$ cat config.mk
export PLATFORM = sky130hd
export DESIGN_NAME = cache_mem_arbiter
export DESIGN_NICKNAME = d
export VERILOG_FILES = /design/src/rtl/cpu_types_pkg.sv /design/src/rtl/cache_mem_arbiter.sv
export SDC_FILE = /design/constraint.sdc
export NUM_CORES = 1
export LEC_CHECK = 0
export BUFFER_PORTS_ARGS = -buffer_cell sky130_fd_sc_hd__buf_2
export CAP_MARGIN = 40
export CORE_ASPECT_RATIO = 1.1
export CORE_MARGIN = 10
export CORE_UTILIZATION = 52
export DETAILED_ROUTE_END_ITERATION = 10
export MAX_ROUTING_LAYER = met4
export PLACE_DENSITY_LB_ADDON = 0.2
export SYNTH_ARGS = -nofsm -noshare
export SYNTH_HDL_FRONTEND = slang
export SYNTH_SLANG_ARGS = --single-unit
$ cat constraint.sdc
create_clock -name CLK -period 5.48 [get_ports CLK]
set_clock_uncertainty 0.2 [all_clocks]
set_input_delay 1.096 -clock CLK [delete_from_list [all_inputs] [get_ports CLK]]
set_output_delay 1.096 -clock CLK [all_outputs]
set_load 0.005 [all_outputs]
$ cat src/rtl/cpu_types_pkg.sv
`default_nettype none
// ============================================================================
// Module   : cpu_types_pkg
// Brief    : Shared CPU bus types: word, RAM handshake state and the
//            cache/RAM arbiter state encoding.
// Revision : 1.0
// ============================================================================
package cpu_types_pkg;

    localparam int c_WORD_W = 32;

    typedef logic [c_WORD_W-1:0] word_t;

    typedef enum logic [1:0] {
        RAM_FREE   = 2'd0,
        RAM_BUSY   = 2'd1,
        RAM_ACCESS = 2'd2,
        RAM_ERROR  = 2'd3
    } ramstate_t;

    typedef logic [1:0] arb_state_t;

    localparam arb_state_t c_ARB_IDLE  = 2'd0;
    localparam arb_state_t c_ARB_DSERV = 2'd1;
    localparam arb_state_t c_ARB_ISERV = 2'd2;
    localparam arb_state_t c_ARB_DONE  = 2'd3;

    localparam int ARB_TIMEOUT_DEFAULT = 255;

endpackage
`default_nettype wire

$ cat src/rtl/cache_mem_arbiter.sv
`default_nettype none
// ============================================================================
// Module   : cache_mem_arbiter
// Brief    : Shares one RAM port between icache and dcache miss paths, one
//            transaction at a time, with a sticky service-hang watchdog.
//            Define ARB_RR_EN for round-robin on simultaneous requests
//            (default: fixed dcache priority).
// Revision : 1.0
// ============================================================================
module cache_mem_arbiter
    import cpu_types_pkg::*;
#(
    parameter int WORD_W  = c_WORD_W,
    parameter int TIMEOUT = ARB_TIMEOUT_DEFAULT
) (
    input  logic              CLK,
    input  logic              RST,
    input  logic              iREN,
    input  logic [WORD_W-1:0] iaddr,
    output logic              iwait,
    output logic [WORD_W-1:0] iload,
    input  logic              dREN,
    input  logic              dWEN,
    input  logic [WORD_W-1:0] daddr,
    input  logic [WORD_W-1:0] dstore,
    output logic              dwait,
    output logic [WORD_W-1:0] dload,
    output logic              ramREN,
    output logic              ramWEN,
    output logic [WORD_W-1:0] ramaddr,
    output logic [WORD_W-1:0] ramstore,
    input  logic [WORD_W-1:0] ramload,
    input  ramstate_t         ramstate,
    output logic              err_timeout
);

    localparam logic [15:0] c_TIMEOUT = 16'(TIMEOUT);

    arb_state_t        r_state;
    logic              r_is_d;
    logic              r_wen;
    logic [WORD_W-1:0] r_addr;
    logic [WORD_W-1:0] r_data;
    logic [WORD_W-1:0] r_iload;
    logic [WORD_W-1:0] r_dload;
    logic [15:0]       r_cnt;
    logic              r_err;

    logic              w_dreq;
    logic              w_req;
    logic              w_grant_d;
    logic              w_serv;
    logic              w_done;
    logic              w_access;
    logic [15:0]       w_cnt_nxt;

    assign w_dreq   = dREN | dWEN;
    assign w_req    = w_dreq | iREN;
    assign w_serv   = (r_state == c_ARB_DSERV) || (r_state == c_ARB_ISERV);
    assign w_done   = (r_state == c_ARB_DONE);
    assign w_access = (ramstate == RAM_ACCESS);
    assign w_cnt_nxt = (r_cnt == 16'hFFFF) ? r_cnt : r_cnt + 16'd1;

`ifdef ARB_RR_EN
    // High when the dcache won the most recent arbitration.
    logic r_last_d;

    assign w_grant_d = w_dreq & (~iREN | ~r_last_d);

    always_ff @(posedge CLK) begin
        if (RST) begin
            r_last_d <= 1'b0;
        end else if ((r_state == c_ARB_IDLE) && w_req) begin
            r_last_d <= w_grant_d;
        end
    end
`else
    assign w_grant_d = w_dreq;
`endif

    always_ff @(posedge CLK) begin
        if (RST) begin
            r_state <= c_ARB_IDLE;
            r_is_d  <= 1'b0;
            r_wen   <= 1'b0;
            r_addr  <= '0;
            r_data  <= '0;
            r_iload <= '0;
            r_dload <= '0;
            r_cnt   <= '0;
            r_err   <= 1'b0;
        end else begin
            case (r_state)
                c_ARB_IDLE: begin
                    if (w_req) begin
                        r_state <= w_grant_d ? c_ARB_DSERV : c_ARB_ISERV;
                        r_is_d  <= w_grant_d;
                        r_wen   <= w_grant_d & dWEN;
                        r_addr  <= w_grant_d ? daddr : iaddr;
                        r_data  <= (w_grant_d & dWEN) ? dstore : '0;
                        r_cnt   <= '0;
                    end
                end
                c_ARB_DSERV, c_ARB_ISERV: begin
                    if (w_access) begin
                        // Writes return nothing useful; keep the last read value.
                        if (!r_wen) begin
                            if (r_is_d) begin
                                r_dload <= ramload;
                            end else begin
                                r_iload <= ramload;
                            end
                        end
                        r_state <= c_ARB_DONE;
                    end else begin
                        r_cnt <= w_cnt_nxt;
                        if (w_cnt_nxt >= c_TIMEOUT) begin
                            r_err <= 1'b1;
                        end
                    end
                end
                c_ARB_DONE: begin
                    r_state <= c_ARB_IDLE;
                end
                default: begin
                    r_state <= c_ARB_IDLE;
                end
            endcase
        end
    end

    assign ramREN      = w_serv & ~r_wen;
    assign ramWEN      = w_serv &  r_wen;
    assign ramaddr     = w_serv ? r_addr : '0;
    assign ramstore    = w_serv ? r_data : '0;

    assign iwait       = ~(w_done & ~r_is_d);
    assign dwait       = ~(w_done &  r_is_d);
    assign iload       = r_iload;
    assign dload       = r_dload;
    assign err_timeout = r_err;

endmodule
`default_nettype wire
# Word level (Yosys, flattened, before mapping)
# Index checks and enable logic that the tools add are counted.
# W data, S select, Z words.
# classes
n_eq_ne,8
order_cmp,1
n_div,0
shifts,0
n_addsub,1
n_mul,0
reduce_logical,10
n_bitwise,12
n_mux,12
# ops
cell,count
$mux W32,4
$mux W16,3
$pmux W16 S2,1
$add A16 B1 Y16 const B,1
$eq A16 B16 Y1 const B,1
$ge A16 B8 Y1 const B,1
$reduce_and A4 Y1,2
$eq A2 B2 Y1 const B,3
$mux W2,3
$ne A2 B2 Y1 const B,3
$pmux W2 S3,1
$reduce_and A3 Y1,2
$and A1 B1 Y1,5
$not A1 Y1,5
$reduce_and A2 Y1,2
$eq A2 B1 Y1 const B,1
$logic_not A2 Y1,1
$or A1 B1 Y1,2
$reduce_bool A2 Y1,1
$reduce_or A2 Y1,1
$logic_or A1 B1 Y1,1
# totals
register_bits,149
romBits,0
mem_count,0
latch_bits,0
elab_cells,53
ram_bits,0

# Depth between registers and ports, before layout
# depth
ltp_word,4
ltp_mapped,9

# Least setup slack after synthesis
# Ideal clock, no wire load.
# synth_timing
path_type,reg2out
from,register r_state[0]
to,output port ramaddr[22]
arrival_time_ns,1.313
stages_incl_launch_ff,6
path_buffers,2
setup_slack_ns,2.871
cell_sequence,dfxtp_1 -> inv_1 -> ha_1 -> clkbuf_1 -> clkbuf_1 -> and2_1
# synth_via
elab_chain_len,3
word_cells_on_any_way,4
cone_classes,eq/ne (2); mux (1); reduce/logical (1)
# synth_rtl
element,line_no,rtl
"start, declared",cache_mem_arbiter.sv:39,arb_state_t r_state;
"start signal, assigned",cache_mem_arbiter.sv:83,r_state <= c_ARB_IDLE;
"start signal, assigned",cache_mem_arbiter.sv:96,r_state <= w_grant_d ? c_ARB_DSERV : c_ARB_ISERV;
"start signal, assigned",cache_mem_arbiter.sv:114,r_state <= c_ARB_DONE;
$eq A2 B1 Y1 / $eq A2 B2 Y1 (equally long branches),cache_mem_arbiter.sv:59,assign w_serv = (r_state == c_ARB_DSERV) || (r_state == c_ARB_ISERV);
$logic_or A1 B1 Y1 (*),cache_mem_arbiter.sv:59,
$mux W32 (*),cache_mem_arbiter.sv:134,assign ramaddr = w_serv ? r_addr : '0;
"end, declared",cache_mem_arbiter.sv:30,"output logic [WORD_W-1:0] ramaddr,"
# Mark *: on every way between the ends. The rest lies on a longest branch, timed or not.

# Worst setup path in the final report
# layout_timing
from,register r_state[0]
to,output port ramaddr[8]
# Same word-level chain as after synthesis.

==> impl_metrics.yaml <==
status:
  status: "completed"
layout:
  drive_above_1_share_pct: 29.11
  areaGrowthSynthToFinish_pct: 28.10
  finish.utilization_pct: 67.73
  finalNonFillerCells: 1264
  nets: 1231
critical_path:
  crit_fanout: 67
  cp-end-kind: "output port"
  cp_data_required_time_ns: 4.18
  cp-start-kind: "flip-flop"
  arrival_ns: 2.03
  r2r_end: "r_cnt[3]"
  r2r_start: "r_state[0]"
  path_class: "flip-flop to output port"
  reg2regPathDepth: 8
  ff2ff_setup_slack_ns: 2.87
placement:
  numPortBuffers: 267
  place_congestion: 0.8886
  hpwl_um: 15070
  placed_cells: 1230
sta:
  setup_tns_ns: 0
  setup_viol: 0
  post-route-period-util_pct: 60.66
  max_freq_ghz: 0.3008
  tightest_slew_ns: 0.8748
  relSlewSlack_pct: 41.46
  drv_slew: 0
  finalHoldViolCount: 0
  timing.hold.ws_ns: 0.2459
  rsz0062_at_grt: "false"
  period_minus_slack_ns: 3.324
clock_tree:
  cts_sinks: 149
  clk_pin_slew_ns: 0.06
  cts_root_buffer: "clkbuf_16"
  htreeDepth: 4
  max-clock-path-buffers: 2
  post_cts_buffers: 0
  cts_resized: 0
  ctsHoldBuffers: 0
  insertion_delay_ns: 0.42
  cts_tree: "done"
  cts_buffers: 17
logic_synthesis:
  yosysSeqAreaShare_pct: 44.81
  synthDistinctLibCells: 51
  synth_edf_count: 0
  synth-async-reset-ratio_pct: 0
  synth_nets: 1004
  synthFlopType: "dfxtp_1"
  ys_ff_latch: 149
  avgSynthCellArea_um2: 7.686
  synth_cells: 866
  syn_area_um2: 6656
  synth-warning-count: 0
power_and_ir_drop:
  finalPower_mw: 3.732
  combinationalPowerShare_pct: 32.8
  p_per_area_nw_per_um2: 437.7
  leakage_nw: 3.836
  p_int_mw: 2.410
  switching_share_pct: 35.43
  ir_drop_uv: 356.5
  pwr-share-seq_pct: 36.4
  switchingPower_mw: 1.322
  clock_power_share_pct: 30.8
drt:
  drtPass1Iterations: 4
  routedWlPerCell_um: 16.47
  drt_wl_total_um: 20820
  vias: 6670
  drt_iter0_drc: 458
  ant_nets: 0
  via_per_inst: 5.277
  drcViolationCount: 0
hold_path:
  whs_endpoint: "r_data[6]"
  hp-class: "flip-flop to flip-flop"
  worstHoldStart: "r_data[6]"
  min_path_cells: 2
run:
  drv_cap: 0
global_route:
  grt_overflow_total: 0
  grtUsageTotal_pct: 22.80
  grt_pass1_vias: 6379
  grt_pass1_wl_um: 32210
  grt_max_degree: 68
  antenna_found_initial: 0
floorplan:
  design.core.area_um2: 12590
  die_h_um: 138.7
  die_area_um2: 17730
  start_util_pct: 52.87
  die_w_um: 127.9
  std_cell_rows: 43
  ioPinCount: 268
state kept, by name (all words and copies together), names as in the netlist:
signal,count
r_state,2
r_is_d,1
err_timeout,1
iload,32
r_wen,1
r_addr,32
r_data,32
dload,32
r_cnt,16
cells in the mapped netlist (8+ instances only):
| cell type | number | share of area [%] |
|---|---|---|
| nand2_1 | 244 | 14 |
| nor2_1 | 55 | 3.1 |
| dfxtp_1 | 149 | 45 |
| a311oi_1 | 37 | 4.9 |
| a21oi_1 | 109 | 8.2 |
| and2_1 | 67 | 6.3 |
| clkbuf_1 | 45 | 2.5 |
| nand4_1 | 8 | 0.75 |
| nand3_1 | 42 | 3.2 |
| buf_2 | 16 | 1.2 |
| o21ai_0 | 12 | 0.90 |
critical path, stage by stage, from the launching register on:
cell and delay [ns]:
dfxtp_1 0.37, inv_1 0.06, ha_1 0.30, buf_4 0.46
and2_1 0.26, buf_2 0.14
power groups by stage:
stage / sequential, mW / combinational (mW) / clock, mW
CTS: 1.36 / 1.22 / 1.16
floorplan: 1.36 / 0.834 / 0
global route: 1.38 / 1.36 / 1.21
finish: 1.36 / 1.23 / 1.15
global placement: 1.37 / 1.18 / 0
detailed placement: 1.38 / 1.22 / 0
placed cells by master (no fill, tap or decap), types with 4 or more instances in the layout:
cell / count
nor2_1: 54
clkinv_2: 4
a21oi_1: 109
inv_1: 7
and2_1: 67
clkbuf_16: 17
nand4_1: 8
buf_4: 12
o21ai_0: 12
a311oi_1: 37
nor3_1: 7
dfxtp_1: 149
buf_2: 266
nand3_1: 42
nand2_1: 244
worst max-delay path by stage:
stage                           from          end  slack (ns)  cells past startpoint
after floorplan           r_state[0]  ramaddr[22]        2.87                      5
after global placement          dWEN   r_addr[30]        1.83                      6
after detailed placement        dWEN     r_cnt[3]        1.83                      7
after CTS                 r_state[0]   ramaddr[8]        2.14                      5
after global routing      r_state[0]   ramaddr[8]        2.03                      5
final                     r_state[0]   ramaddr[8]        2.16                      5
layout make-up:
type | instances | area [um^2]
clock inverters | 12 | 128.9
fillers | 1107 | 4063
well taps | 157 | 196.4
flip-flops and latches | 149 | 2983
diodes | 1 | 2.502
multi-input cells | 638 | 3269
inverters | 7 | 26.28
repair buffers | 280 | 1464
clock buffers | 20 | 456.7
stage by stage:
| step | worst slack, ns | instance area [um^2] |
|---|---|---|
| after floorplan | 2.871 | 6656 |
| after global placement | 1.828 | 7889 |
| after detailed placement | 1.827 | 7931 |
| after CTS | 2.144 | 8517 |
| after global routing | 2.033 | 8524 |
| final | 2.156 | 8527 |
cell families after synthesis:
group / synth area share (%)
buffers and inverters: 6.222
adders and majority gates: 0.5640
muxes: 0.4511
DFF: 44.81
xor gates and xnor gates: 0.5264
AOI/OAI and AO/OA: 16.75
and+or+nand+nor: 30.68
metal layers:
metal / up-vias / global-route usage [%] / routed length (um)
met3: 27 / 8.337 / 1890
met5: - / - / 0
met2: 271 / 35.86 / 10040
met1: 2991 / 26.09 / 8497
li1: 3381 / - / -
met4: 0 / 8.007 / 393
No activity file was read; power rests on OpenSTA's default activity.
